File: src/rtl/output_pulse_gen.sv
// Pulse-train generator for an output pin. A one-cycle start request launches a train of
// num_pulses high pulses, each high_cycles long, separated by low_cycles (minimum one)
// of low time. All outputs come straight from flops.
module output_pulse_gen #(
    parameter int unsigned CNT_W = 16,
    parameter int unsigned N_W   = 8
) (
    input  logic             clk,
    input  logic             rst,
    input  logic             start,
    input  logic             abort,
    input  logic [CNT_W-1:0] high_cycles,
    input  logic [CNT_W-1:0] low_cycles,
    input  logic [N_W-1:0]   num_pulses,
    output logic             pulse_out,
    output logic             busy,
    output logic             done
);

    localparam logic [CNT_W-1:0] CntOne = CNT_W'(1);
    localparam logic [N_W-1:0]   NumOne = N_W'(1);

    typedef enum logic [1:0] {
        StIdle,
        StHigh,
        StLow,
        StFin
    } state_e;

    state_e           state_q, state_d;
    logic [CNT_W-1:0] phase_q, phase_d;
    logic [N_W-1:0]   pcnt_q, pcnt_d;
    logic [CNT_W-1:0] high_q, high_d;
    logic [CNT_W-1:0] low_q, low_d;
    logic             pulse_out_q, pulse_out_d;
    logic             busy_q, busy_d;
    logic             done_q, done_d;

    // Low phase length minus one; a zero low time still gives one low cycle.
    logic [CNT_W-1:0] low_reload;
    assign low_reload = (low_q == '0) ? '0 : (low_q - CntOne);

    // Next-state, counter and output decode.
    always_comb begin
        state_d     = state_q;
        phase_d     = phase_q;
        pcnt_d      = pcnt_q;
        high_d      = high_q;
        low_d       = low_q;

        unique case (state_q)
            StIdle: begin
                if (start && !abort) begin
                    high_d = high_cycles;
                    low_d  = low_cycles;
                    if (num_pulses == '0 || high_cycles == '0) begin
                        state_d = StFin;
                    end else begin
                        state_d = StHigh;
                        phase_d = high_cycles - CntOne;
                        pcnt_d  = num_pulses - NumOne;
                    end
                end
            end
            StHigh: begin
                if (abort) begin
                    state_d = StIdle;
                end else if (phase_q == '0) begin
                    if (pcnt_q == '0) begin
                        state_d = StFin;
                    end else begin
                        state_d = StLow;
                        phase_d = low_reload;
                        pcnt_d  = pcnt_q - NumOne;
                    end
                end else begin
                    phase_d = phase_q - CntOne;
                end
            end
            StLow: begin
                if (abort) begin
                    state_d = StIdle;
                end else if (phase_q == '0) begin
                    state_d = StHigh;
                    phase_d = high_q - CntOne;
                end else begin
                    phase_d = phase_q - CntOne;
                end
            end
            StFin: begin
                state_d = StIdle;
            end
            default: begin
                state_d = StIdle;
            end
        endcase

        // Outputs are registered copies of the decoded next state.
        pulse_out_d = (state_d == StHigh);
        busy_d      = (state_d == StHigh) || (state_d == StLow);
        done_d      = (state_d == StFin);
    end

    // State, counters, latched operands and output registers.
    always_ff @(posedge clk or posedge rst) begin
        if (rst) begin
            state_q     <= StIdle;
            phase_q     <= '0;
            pcnt_q      <= '0;
            high_q      <= '0;
            low_q       <= '0;
            pulse_out_q <= 1'b0;
            busy_q      <= 1'b0;
            done_q      <= 1'b0;
        end else begin
            state_q     <= state_d;
            phase_q     <= phase_d;
            pcnt_q      <= pcnt_d;
            high_q      <= high_d;
            low_q       <= low_d;
            pulse_out_q <= pulse_out_d;
            busy_q      <= busy_d;
            done_q      <= done_d;
        end
    end

    assign pulse_out = pulse_out_q;
    assign busy      = busy_q;
    assign done      = done_q;

endmodule
File: config.mk
export PLATFORM = sky130hd
export DESIGN_NAME = output_pulse_gen
export DESIGN_NICKNAME = d
export VERILOG_FILES = /design/src/rtl/output_pulse_gen.sv
export SDC_FILE = /design/constraint.sdc
export NUM_CORES = 1
export LEC_CHECK = 0
export ABC_AREA = 1
export CAP_MARGIN = 20
export CORE_MARGIN = 2
export CORE_UTILIZATION = 55
export DETAILED_ROUTE_END_ITERATION = 8
export PLACE_DENSITY = 0.77
export SLEW_MARGIN = 20
export SYNTH_ARGS = -nofsm -noshare
export SYNTH_HDL_FRONTEND = slang
export SYNTH_SLANG_ARGS = --single-unit
export TNS_END_PERCENT = 10
File: constraint.sdc
create_clock -name clk -period 2.5 [get_ports clk]
set_input_delay 0.5 -clock clk [delete_from_list [all_inputs] [get_ports clk]]
set_output_delay 0.5 -clock clk [all_outputs]
set_load 0.01 [all_outputs]
==> summary.md, run 1 <==
| Metric | Value |
|---|---|
| Number of flops mapped to enable cells by yosys | `0` |
| Simple-gate area share of the yosys netlist | `39.14%` |
| Met2 GRT Util | `47.80%` |
| FP Rows | `34` |
| Hold buffer count at CTS | `0` |
| WS Path Type | `flop to flop` |
| Rel. slew slack | `65.64%` |
| Hpwl dp | `10.56 mm` |
| GPL Wtd Cong | `1.038` |
| Most common cell after layout, fill and taps aside | `nand2_1` |
| Hold Violations, Final | `0` |
| I/O Pins | `47` |
| Htree depth | `3` |
| Root Buffer | `clkbuf_8` |
| Met3 Track Usage GR | `3.651%` |
| Worst setup margin | `0.2802 ns` |
| Wire length per cell | `14.75 um` |
| #FFs+latches synth | `61` |
| Clk_skew | `0.01512 ns` |
| Critical Path Sink Type | `flop` |
| TritonCTS clock tree | `done` |
| Worst-path maximum fanout | `5` |
| Buffers on Ports | `46` |
| Cell variety after synth | `38` |
| Share of cells above drive strength 1 | `8.875%` |
| Worst EP arrival | `2.52 ns` |
| Final net count | `853` |
| Setup TNS | `0 ns` |
| RSZ-0062 raised after global routing | `false` |
| Multiplexer share of the synthesized area | `1.605%` |
| Synth Area in XOR/XNOR | `5.074%` |
| Hold WC Path Type | `primary input to asynchronous set/reset pin` |
| Outcome | `finished clean` |
| Largest stage delay on the critical path | `0.44 ns` |
| Clock power frac | `13.3%` |
| Top delay family on crit path | `simple AND/OR/NAND/NOR gates` |
| Synth-to-layout area growth | `16.80%` |
| Mean Syn Cell Area | `6.532 um^2` |
| Max Cap Violations | `0` |
| Sw Ratio | `49.58%` |
| Ys Warns | `0` |
| Post-Route WL | `13.39 mm` |
| Final period util | `88.79%` |
| GR Util All Layers | `29.31%` |
| Tmin final | `2.220 ns` |
| Fmax | `450.5 MHz` |
| Clk buf depth | `2` |
| Global-route wire length before repair | `22.69 mm` |
| Synth Area in Adders | `3.365%` |
| Final slew viol count | `0` |
| Synth Cell Area | `0.004833 mm^2` |
| Flop pwr share | `33.0%` |
| Area leader, netlist | `dfrtp_1` |
| Sequential cell area fraction in the yosys report | `31.58%` |
| CP Launch Type | `flop` |
| Pre-antenna DRT Iters | `5` |
| Synth Area in Compound Gates | `10.51%` |
| Critical path's slowest cell | `dfrtp_1` |
| Post-CTS Setup Bufs | `0` |
| Largest family of logic cells by synthesized area | `simple AND/OR/NAND/NOR gates` |
| Most frequent cells in the layout | `nand2_1, nor2_1, nand3_1` |
| Cell Chain, Critical Path | `inv_1 > ha_1 > inv_1 > or2_1 > nor2_1 > nand4_1 > and2_4 > nand2_1 > a21oi_1 > a21oi_1 > ha_1 > inv_1` |
| Static leakage | `2.646 nW` |
| Worst Tran Pin Value | `0.5135 ns` |
| Met1 Track Usage GR | `40.03%` |
| Clk_lat worst skew | `0.36 ns` |
| Syn nets | `797` |
| Synth area leaders | `dfrtp_1, nand2_1, nor2_1` |
| Net switching power | `2.995 mW` |
| Post-DRT Antenna Nets | `0` |
| Initial antenna violation count | `0` |
| CTS resizes | `0` |
| Pwr dens | `1070 mW/mm^2` |
| Total grt overflow | `0` |
| Vias in the first global route | `4829` |
| DRT iter0 DRCs | `450` |
| Combinational share of power | `53.7%` |
| Pint | `3.046 mW` |
| Clock-pin slew on the worst setup and hold paths | `0.08 ns` |
| Worst path most repeated cell | `inv_1` |
| Vias per std cell | `5.459` |
| CTS sink count | `61` |
| CP Buf/Inv Count | `3` |
| Yosys top cell area share | `31.58%` |
| Num CTS Buffers | `9` |
| Die area | `0.009554 mm^2` |
| Die Width | `97.75 um` |
| Core footprint | `0.008636 mm^2` |
| Vias | `4957` |
| Inserted Diodes | `0` |
| Ys async rst share | `100.0%` |
| Mapped Cells | `740` |
| VDD IR max | `0.5962 mV` |
| DP Worst Slack | `-0.01255 ns` |
| DR DRC count | `0` |
| Die height | `97.75 um` |
| Required time of the critical path | `2.80 ns` |
| Initial core utilization | `55.97%` |
| Largest net degree at the start of global routing | `33` |
| Most used routing layer | `met2` |
| Final setup viols | `0` |
| Main synth FF type | `dfrtp_1` |
-- layer usage --
metal,share of wire (%),vias to the layer above
met5,0,-
met4,3.0,0
met3,5.5,34
met2,46,154
met1,45,2295
li1,-,2474
-- stage by stage --
step	instance area [um^2]	hold WS, ns	total power, mW	cells	util [%]
2_1_floorplan	4833	0.4471	4.342	740	-
6_report	5645	0.4070	6.041	908	65.37
4_1_cts	5645	0.4110	6.021	908	65.37
5_1_grt	5645	0.4283	6.581	908	65.37
3_5_place_dp	5472	0.4648	5.196	893	63.36
3_3_place_gp	5472	0.4590	5.098	893	63.36
-- Yosys cell counts, drive strengths merged (2+ instances only) --
cell type    n
inv         79
nand2      201
nand3b       2
nor3         2
xor2        22
dfrtp       61
ha          13
buf          9
xnor2        6
nor4         3
mux2         6
nand3       80
o211ai       6
clkbuf      10
nand4        8
clkinv       2
a21oi       44
nor2       141
o21ai       40
-- power by group through the flow --
stage                     Clock, mW  Combinational, mW  Sequential, mW
final                         0.802               3.25            1.99
after global routing          0.857               3.67            2.05
after CTS                     0.812               3.23            1.98
after detailed placement          0               3.21            1.99
after global placement            0               3.12            1.97
after floorplan                   0               2.51            1.84
-- sequential cells by signal (all words and copies together) (netlist names) --
register   count
high_q        16
low_q         16
phase_q       16
pcnt_q         8
state_q        2
busy           1
done           1
pulse_out      1
-- worst register-to-register path, cell delays in order (launching register included) --
cell and delay [ns]:
dfrtp_1 0.44, inv_1 0.11, ha_1 0.16, inv_1 0.09
or2_1 0.24, nor2_1 0.12, nand4_1 0.14, and2_4 0.19
nand2_1 0.06, a21oi_1 0.06, a21oi_1 0.25, ha_1 0.28
inv_1 0.05
-- area by class of cell --
cell class / count / area, um^2
fillers: 827 / 2990
clock buffers: 10 / 137.6
inverters: 81 / 304.0
repair buffers: 64 / 620.6
multi-input cells: 579 / 2885
well taps: 108 / 135.1
clock inverters: 5 / 36.28
flip-flops and latches: 61 / 1526
-- path summary, 6_finish.rpt --
check,from,endpoint,slack (ns),cells after the start
max,state_q[1]$_DFF_PP0_,busy$_DFF_PP0_,0.28,12
max in group asynchronous,rst,high_q[11]$_DFFE_PP0P_,1.54,3
max reg2reg,state_q[1]$_DFF_PP0_,busy$_DFF_PP0_,0.28,12
min in group clk,pcnt_q[6]$_DFFE_PP0P_,pcnt_q[6]$_DFFE_PP0P_,0.48,2
min reg2reg,pcnt_q[6]$_DFFE_PP0P_,pcnt_q[6]$_DFFE_PP0P_,0.48,2
min,rst,low_q[15]$_DFFE_PP0P_,0.41,2
-- kinds of logic after synthesis --
| group | count (synthesis) |
|---|---|
| compound gates | 91 |
| mux | 7 |
| buf+inv | 100 |
| fa+ha+maj | 13 |
| xor+xnor | 28 |
| simple gates | 440 |
| flops | 61 |
No activity file was read; power rests on OpenSTA's default activity.
==> run 2: changes to the inputs <==
- SETUP_SLACK_MARGIN: unset -> 0.3
==> run 2 against run 1 <==
Against the previous run:
- routed wire length increased by 1.1%
- setup slack improved by 0.062 ns
- critical path depth unchanged
- largest cell class unchanged
==> summary.md, run 2 (synthesized netlist as in run 1, its figures left out) <==
| Metric | Value |
|---|---|
| Clk_skew | `0.01520 ns` |
| VDD IR max | `0.5589 mV` |
| Die Width | `97.75 um` |
| DR DRC count | `0` |
| Initial core utilization | `55.97%` |
| Hpwl dp | `10.56 mm` |
| GPL Wtd Cong | `1.038` |
| Buffers on Ports | `46` |
| Critical Path Sink Type | `flop` |
| Hold Violations, Final | `0` |
| Inserted Diodes | `0` |
| FP Rows | `34` |
| Reg2reg setup slack | `0.34 ns` |
| Core footprint | `0.008636 mm^2` |
| Worst EP arrival | `2.45 ns` |
| CTS sink count | `61` |
| Net switching power | `3.014 mW` |
| R2r endpoint | `busy$_DFF_PP0_` |
| Num CTS Buffers | `9` |
| DRT iter0 DRCs | `435` |
| Share of cells above drive strength 1 | `9.826%` |
| Static leakage | `2.667 nW` |
| Synth-to-layout area growth | `18.09%` |
| Final net count | `857` |
| Max Cap Violations | `0` |
| Worst setup margin | `0.3422 ns` |
| RSZ-0062 raised after global routing | `true` |
| Final setup viols | `0` |
| Clock-pin slew on the worst setup and hold paths | `0.08 ns` |
| Clk_lat worst skew | `0.35 ns` |
| Clock power frac | `13.2%` |
| Final cell utilization of the core | `66.10%` |
| Initial antenna violation count | `0` |
| Most common cell after layout, fill and taps aside | `nand2_1` |
| Required time of the critical path | `2.79 ns` |
| Root Buffer | `clkbuf_8` |
| Fmax | `463.4 MHz` |
| Reg2Reg Depth | `12` |
| Rel. slew slack | `65.45%` |
| CP Launch Type | `flop` |
| Worst Tran Pin Value | `0.5163 ns` |
| Largest registers | `high_q (16), low_q (16), phase_q (16)` |
| Vias per std cell | `5.478` |
| Global-route wire length before repair | `22.69 mm` |
| Pwr dens | `1066 mW/mm^2` |
| Post-DRT Antenna Nets | `0` |
| Die area | `0.009554 mm^2` |
| Htree depth | `3` |
| TritonCTS clock tree | `done` |
| Hold WC Path Type | `primary input to asynchronous set/reset pin` |
| Vias | `4996` |
| Power Total | `6.086 mW` |
| Outcome | `finished clean` |
| Worst-path maximum fanout | `4` |
| Finished Layout Cells | `912` |
| Final period util | `86.31%` |
| Worst reg2reg path startpoint | `state_q[1]$_DFF_PP0_` |
| Pre-antenna DRT Iters | `6` |
| Wire length per cell | `14.84 um` |
| Largest net degree at the start of global routing | `33` |
| Total grt overflow | `0` |
| Combinational share of power | `54.1%` |
| Vias in the first global route | `4829` |
| Most frequent cells in the layout | `nand2_1, nor2_1, nand3_1` |
| DP Worst Slack | `-0.01255 ns` |
| Flop pwr share | `32.7%` |
| GR Util All Layers | `29.31%` |
| Die height | `97.75 um` |
| Final slew viol count | `0` |
| Post-Place Cells | `893` |
| Tmin final | `2.158 ns` |
| FILL cells | `814` |
| Clk buf depth | `2` |
| Sw Ratio | `49.53%` |
| WS Path Type | `flop to flop` |
| I/O Pins | `47` |
| Pint | `3.071 mW` |
| Post-Route WL | `13.53 mm` |
==> run 2: cell types whose count changed in the layout (fill, tap and decap cells not counted) <==
cell and delta:
ha_1 -2, buf_6 +1, nand2_4 +1, o21ai_1 +1, nor2_1 -1, o21ai_0 -1, nand2_2 -1, ha_2 +2
buf_8 +1, nor2_4 +1, a21oi_2 +1, buf_4 +2, a21oi_1 -1
==> run 2: critical path, cell delays in order (launching register included) <==
cell and delay (ns):
dfrtp_1 0.42, inv_1 0.10, ha_2 0.20, inv_1 0.09, or2_1 0.24, nor2_1 0.12
nand4_1 0.14, and2_4 0.19, nand2_1 0.06, a21oi_1 0.07, a21oi_2 0.17, ha_1 0.25
inv_1 0.05
==> run 2: cell type report <==
| class | count | area (um^2) | area share (%) |
|---|---|---|---|
| well taps | 108 | 135.1 | 2.367 |
| repair buffers | 68 | 661.9 | 11.60 |
| flip-flops and latches | 61 | 1526 | 26.74 |
| multi-input cells | 579 | 2907 | 50.92 |
| inverters | 81 | 304.0 | 5.327 |
| clock inverters | 5 | 36.28 | 0.6357 |
| clock buffers | 10 | 137.6 | 2.411 |
==> run 2: layer usage <==
metal / share of wire, % / global-route usage [%]
met1: 45 / 40.03
met2: 47 / 47.80
met3: 5.4 / 3.651
met4: 2.5 / 11.54
met5: 0 / 0
==> run 2: worst max-delay path by stage <==
| stage | startpoint | endpoint | depth (start not counted) |
|---|---|---|---|
| floorplan | rst | busy$_DFF_PP0_ | 1 |
| global placement | high_cycles[0] | phase_q[12]$_DFFE_PP0P_ | 11 |
| detailed placement | high_cycles[0] | phase_q[0]$_DFFE_PP0P_ | 10 |
| CTS | phase_q[0]$_DFFE_PP0P_ | phase_q[9]$_DFFE_PP0P_ | 12 |
| global route | state_q[1]$_DFF_PP0_ | busy$_DFF_PP0_ | 12 |
| finish | state_q[1]$_DFF_PP0_ | busy$_DFF_PP0_ | 12 |
==> run 2: what timing repair did <==
action,CTS,global route
setup buffers,0,4
endpoints found under the setup margin,1,25
hold buffers,0,0
gates resized for setup,1,9
pin swaps,0,1
hold endpoints to repair,0,0
==> run 2: power groups by stage <==
stage | clock network [mW] | logic, mW | registers, mW
after CTS | 0.812 | 3.24 | 1.98
final | 0.803 | 3.29 | 1.99
after floorplan | 0 | 2.51 | 1.84
after global routing | 0.857 | 3.72 | 2.05
after detailed placement | 0 | 3.21 | 1.99
after global placement | 0 | 3.12 | 1.97
==> run 2: through the flow <==
stage | cell area, um^2 | TNS (ns) | hold slack (ns)
2_1_floorplan | 4833 | 0 | 0.4471
3_3_place_gp | 5472 | 0 | 0.4590
3_5_place_dp | 5472 | -0.01255 | 0.4648
4_1_cts | 5649 | 0 | 0.4110
5_1_grt | 5708 | 0 | 0.4283
6_report | 5708 | 0 | 0.4088
